### src/rtl/seg_pkg.sv
// Shared active-low 7-segment pattern table (g..a order) and digit code constants.
// The forward display driver and the capture monitor both decode through this table.
package seg_pkg;
  localparam logic [6:0] SEG_PAT_0 = 7'b1000000;
  localparam logic [6:0] SEG_PAT_1 = 7'b1111001;
  localparam logic [6:0] SEG_PAT_2 = 7'b0100100;
  localparam logic [6:0] SEG_PAT_3 = 7'b0110000;
  localparam logic [6:0] SEG_PAT_4 = 7'b0011001;
  localparam logic [6:0] SEG_PAT_5 = 7'b0010010;
  localparam logic [6:0] SEG_PAT_6 = 7'b0000010;
  localparam logic [6:0] SEG_PAT_7 = 7'b1111000;
  localparam logic [6:0] SEG_PAT_8 = 7'b0000000;
  localparam logic [6:0] SEG_PAT_9 = 7'b0010000;
  localparam logic [6:0] SEG_BLANK = 7'b1111111;
  localparam logic [3:0] CODE_BLANK = 4'hF;
endpackage

### src/rtl/seg_pattern_decode.sv
// Inverse segment decode: active-low g..a pattern to a digit code, flagging unknown patterns.
module seg_pattern_decode
  import seg_pkg::*;
(
  input  logic [6:0] pat,
  output logic       known,
  output logic [3:0] code
);
  always_comb begin
    known = 1'b1;
    code  = CODE_BLANK;
    case (pat)
      SEG_PAT_0: code = 4'd0;
      SEG_PAT_1: code = 4'd1;
      SEG_PAT_2: code = 4'd2;
      SEG_PAT_3: code = 4'd3;
      SEG_PAT_4: code = 4'd4;
      SEG_PAT_5: code = 4'd5;
      SEG_PAT_6: code = 4'd6;
      SEG_PAT_7: code = 4'd7;
      SEG_PAT_8: code = 4'd8;
      SEG_PAT_9: code = 4'd9;
      SEG_BLANK: code = CODE_BLANK;
      default:   known = 1'b0;
    endcase
  end
endmodule

### src/rtl/seg_scan_capture.sv
// Monitors a multiplexed active-low 7-segment bus, waits for each anode/segment pattern
// to settle, then decodes it back into a per-position captured frame.
module seg_scan_capture
  import seg_pkg::*;
#(
  parameter int NDIG   = 8,
  parameter int STABLE = 4
) (
  input  logic              clk,
  input  logic              rst_n,
  input  logic [NDIG-1:0]   an,
  input  logic [7:0]        seg,
  input  logic              clear,
  output logic [4*NDIG-1:0] digits,
  output logic [NDIG-1:0]   dp,
  output logic [NDIG-1:0]   valid,
  output logic [NDIG-1:0]   pat_err,
  output logic              multi_err,
  output logic              frame_done
);
  localparam int CW = $clog2(STABLE + 1);
  localparam logic [CW-1:0] CNT_SAT  = CW'(STABLE);
  localparam logic [CW-1:0] CNT_FIRE = CW'(STABLE - 1);

  logic [NDIG-1:0] s_an, p_an, sel, hit_vec, valid_next;
  logic [7:0]      s_seg, p_seg;
  logic [CW-1:0]   cnt, cnt_next;
  logic            wipe, fire, none, one_hot, known;
  logic [3:0]      code;

  assign wipe = !rst_n || clear;

  // Counter saturates one above the fire point so a held pattern never refires.
  always_comb begin
    if ({s_an, s_seg} != {p_an, p_seg}) cnt_next = '0;
    else if (cnt == CNT_SAT)             cnt_next = cnt;
    else                                 cnt_next = cnt + CW'(1);
  end

  assign fire    = (cnt_next == CNT_FIRE);
  assign sel     = ~s_an;
  assign none    = (sel == '0);
  assign one_hot = !none && ((sel & (sel - NDIG'(1))) == '0);
  assign hit_vec = (fire && one_hot) ? sel : '0;
  assign valid_next = valid | hit_vec;

  seg_pattern_decode u_dec (
    .pat   (s_seg[6:0]),
    .known (known),
    .code  (code)
  );

  // Clear also flushes the sample pipeline so a held pattern restarts its settle window.
  always_ff @(posedge clk) begin
    if (wipe) begin
      s_an       <= '1;
      s_seg      <= '1;
      p_an       <= '1;
      p_seg      <= '1;
      cnt        <= '0;
      multi_err  <= 1'b0;
      frame_done <= 1'b0;
    end else begin
      p_an       <= s_an;
      p_seg      <= s_seg;
      s_an       <= an;
      s_seg      <= seg;
      cnt        <= cnt_next;
      multi_err  <= multi_err | (fire && !none && !one_hot);
      frame_done <= (valid != '1) && (valid_next == '1);
    end
  end

  for (genvar i = 0; i < NDIG; i++) begin : g_pos
    logic [3:0] dig_q;
    logic       dp_q, vld_q, perr_q;

    always_ff @(posedge clk) begin
      if (wipe) begin
        dig_q  <= '0;
        dp_q   <= 1'b0;
        vld_q  <= 1'b0;
        perr_q <= 1'b0;
      end else if (hit_vec[i]) begin
        dig_q  <= known ? code : CODE_BLANK;
        dp_q   <= ~s_seg[7];
        vld_q  <= 1'b1;
        perr_q <= ~known;
      end
    end

    assign digits[4*i +: 4] = dig_q;
    assign dp[i]            = dp_q;
    assign valid[i]         = vld_q;
    assign pat_err[i]       = perr_q;
  end
endmodule

### config.mk
export PLATFORM = sky130hd
export DESIGN_NAME = seg_scan_capture
export DESIGN_NICKNAME = d
export VERILOG_FILES = /design/src/rtl/seg_pkg.sv /design/src/rtl/seg_pattern_decode.sv /design/src/rtl/seg_scan_capture.sv
export SDC_FILE = /design/constraint.sdc
export NUM_CORES = 1
export LEC_CHECK = 0
export ABC_AREA = 1
export BUFFER_PORTS_ARGS = -buffer_cell sky130_fd_sc_hd__buf_2
export CAP_MARGIN = 10
export CORE_ASPECT_RATIO = 2
export CORE_MARGIN = 3
export CORE_UTILIZATION = 52
export DETAILED_ROUTE_END_ITERATION = 8
export PLACE_DENSITY = 0.76
export SLEW_MARGIN = 20
export SYNTH_ARGS = -nofsm -noshare
export SYNTH_HDL_FRONTEND = slang
export SYNTH_SLANG_ARGS = --single-unit
### constraint.sdc
create_clock -name clk -period 2.2 [get_ports clk]
set_input_delay 0.22 -clock clk [delete_from_list [all_inputs] [get_ports clk]]
set_output_delay 0.22 -clock clk [all_outputs]
set_load 0.1 [all_outputs]
==> summary.md <==
| Metric | Value |
|---|---|
| Outcome | `complete, no violations` |
| First-pass GRT wire length | `14100 um` |
| Routed len/inst | `around 13 um` |
| CP Buf/Inv Count | `3` |
| FFs w/ async S/R, synth | `0%` |
| Worst flop-to-flop path startpoint | `cnt[0]` |
| Total grt overflow | `0` |
| Die Height | `131 um` |
| Crit-path slowest cell | `dfxtp_1` |
| Sequential fraction of the synthesis area | `46.0%` |
| Initial core utilization | `between 50% and 60%` |
| Leak Pwr | `~2.3 nW` |
| Crit path launch | `cnt[0]` |
| Crit Path Class | `flop to flop` |
| Hold Crit Class | `input pin to flop` |
| YS warnings | `0` |
| Vias per Instance | `5.10` |
| Antenna Violating Nets Remaining | `0` |
| Mapped Cells | `505` |
| Skew-Pair Late Insertion Delay | `roughly 0.34 ns` |
| Placed instance count | `644` |
| Initial antenna violation count | `0` |
| Setup ws final | `roughly 0.14 ns` |
| CP delay by family, top | `simple AND/OR/NAND/NOR gates` |
| CTS buffer count | `9` |
| Syn_area_per_cell | `about 8 um^2` |
| Worst Path Arrival | `2.30 ns` |
| Worst path required time | `~2.5 ns` |
| CTS Hold Buffers Added | `0` |
| Sum Neg Setup Slack | `0 ns` |
| Fillcell total | `approximately 650` |
| Fin util | `63.4%` |
| Capturing point of the worst reg2reg path | `g_pos[4].dig_q[2]` |
| Mapped cell area | `0.00405 mm^2` |
| Syn Nets | `between 500 and 600` |
| Worst reg-to-reg setup slack | `0.14 ns` |
| Max Transition Viols Final | `0` |
| Layout cells sized above 1 | `29.5%` |
| Root buffer cell | `clkbuf_16` |
| Synth unique cells | `29` |
| Num ports | `77` |
| CTS tree | `done` |
| Worst Tran Pin Value | `0.491 ns` |
| Tmin final | `2.06 ns` |
| Power per standard cell area | `~760 mW/mm^2` |
| Worst-case reg-to-reg path depth | `11` |
| Final setup fails | `0` |
| Number of port buffers | `76` |
| Clk buf depth | `2` |
| CP Cell Sequence | `inv_1 -> ha_1 -> nand3b_1 -> o21ai_0 -> nand3_1 -> nor2_8 -> buf_12 -> nand3_4 -> clkinv_4 -> nor2_1 -> a211oi_1` |
| Final hold vios | `0` |
| Final cell count without fillers | `662` |
| Synth-to-layout area growth | `16.5%` |
| VDD IR-drop max | `roughly 0.45 mV` |
| Htree depth | `3` |
| Maxcap violations | `0` |
| Synth Flop Type | `dfxtp_1` |
| Gr usage total | `20.9%` |
| Most frequent cells in the layout | `nand2_1 (93), dfxtp_1 (93), nor2_1 (90)` |
| Final HPWL DP | `6440 um` |
| DIE AREA | `0.00894 mm^2` |
| Post-synth EDFFs | `0` |
| CP max FO | `9` |
| Hold Path Stages | `2` |
| Placement row count | `44` |
| Via count | `3376` |
| Clock Pin Slew Worst Setup and Hold Paths | `0.06 ns` |
| First-pass DRT Iterations | `4` |
| Worst slack, placed | `0.0823 ns` |
| Fmax | `~0.49 GHz` |
| Hold EP | `s_seg[7]` |
| Starting DRT DRC Count | `184` |
| Pin count of the biggest net entering global routing | `50` |
| Final period util | `93.4%` |
| Vias in the first global route | `3205` |
| Final Skew | `0.00543 ns` |
| Core ar. | `0.00743 mm^2` |
| Synthesis-stage register bit count | `93` |
| DRC | `0` |
| Hold path startpoint | `seg[7]` |
| DIE WIDTH | `a little under 70 um` |
| Crit end category | `flop` |
| GPL Wtd Cong | `0.812` |
| CP Launch Type | `flop` |
| CP peak stage delay | `0.39 ns` |
| Clk sinks | `93` |
| Diodes inserted | `0` |
| Worst slew margin | `around two thirds` |
| Nets@finish | `586` |
| WL final | `8620 um` |
[synth_stat cells, types with 3 or more instances]
cell type / n / share of area [%]
nand4_1: 7 / 1.1
clkinv_4: 8 / 1.7
nand3_4: 8 / 3.5
inv_2: 8 / 0.74
a21oi_1: 15 / 1.9
nand3_1: 13 / 1.6
clkbuf_1: 9 / 0.84
nor2_2: 5 / 0.77
a211oi_1: 4 / 0.74
nor3_1: 4 / 0.49
o21ai_0: 34 / 4.2
nand2_1: 93 / 8.6
buf_4: 24 / 4.5
or2_2: 16 / 2.5
nand2_2: 3 / 0.46
inv_1: 42 / 3.9
nor2_1: 91 / 8.4
dfxtp_1: 93 / 46
a211oi_2: 13 / 4.0
[state kept, by name (all words and copies together) (netlist names)]
register      count
cnt               3
g_pos.perr_q      8
p_seg             8
multi_err         1
s_an              8
frame_done        1
p_an              8
s_seg             8
g_pos.dp_q        8
g_pos.dig_q      32
g_pos.vld_q       8
[report_power, final]
group | internal (W) | switching (W) | total [W] | leakage, nW
clock network | 0.00102 | 0.000637 | 0.00166 | 0.158
logic | 0.0000656 | 0.000138 | 0.000204 | 1.40
registers | 0.00170 | 0.0000171 | 0.00172 | 0.753
[cells by family after synthesis]
family / count (synthesis) / share of synthesized area [%]
AO/OA/AOI/OAI: 69 / 11.6
flip-flops: 93 / 46.0
buffers and inverters: 92 / 11.9
XOR/XNOR: 1 / 0.217
AND/OR/NAND/NOR: 248 / 29.6
adder cells (fa/ha/maj): 2 / 0.619
[through the flow]
stage          area (um^2)  total power (W)  hold WS (ns)
3_3_place_gp          4360          0.00195         0.405
6_report              4710          0.00358        0.0604
3_5_place_dp          4360          0.00196         0.409
5_1_grt               4710          0.00370        0.0473
4_1_cts               4680          0.00360        0.0530
2_1_floorplan         4050          0.00191         0.327
[what timing repair did]
action / CTS / global route
endpoints found under the setup margin: 0 / 37
buffers inserted: 0 / 2
hold endpoints to repair: 0 / 0
gates resized for setup: 0 / 1
[how the worst max path moves through the flow]
stage	end	slack, ns	depth (start not counted)
2_1_floorplan	g_pos[7].dig_q[2]	0.34	10
3_3_place_gp	g_pos[0].perr_q	0.25	10
3_5_place_dp	g_pos[4].dig_q[2]	0.08	10
4_1_cts	g_pos[4].dig_q[2]	0.05	10
5_1_grt	g_pos[6].dig_q[1]	-0.03	9
6_report	g_pos[4].dig_q[2]	0.14	11
[layer usage]
| layer | global-route usage (%) | share of wire, % |
|---|---|---|
| met1 | 20.9 | 38 |
| met2 | 38.6 | 54 |
| met3 | 5.05 | 4.5 |
| met4 | 10.1 | 3.1 |
| met5 | 0 | 0 |
[cell type report]
type,instances,area [um^2],area share (%)
multi-input cells,320,1710,36.2
clock buffers,10,239,5.07
repair buffers,83,445,9.45
clock inverters,6,86.3,1.83
flip-flops and latches,93,1860,39.5
inverters,58,258,5.47
well taps,92,115,2.44
Power figures use the tool's default switching activity.
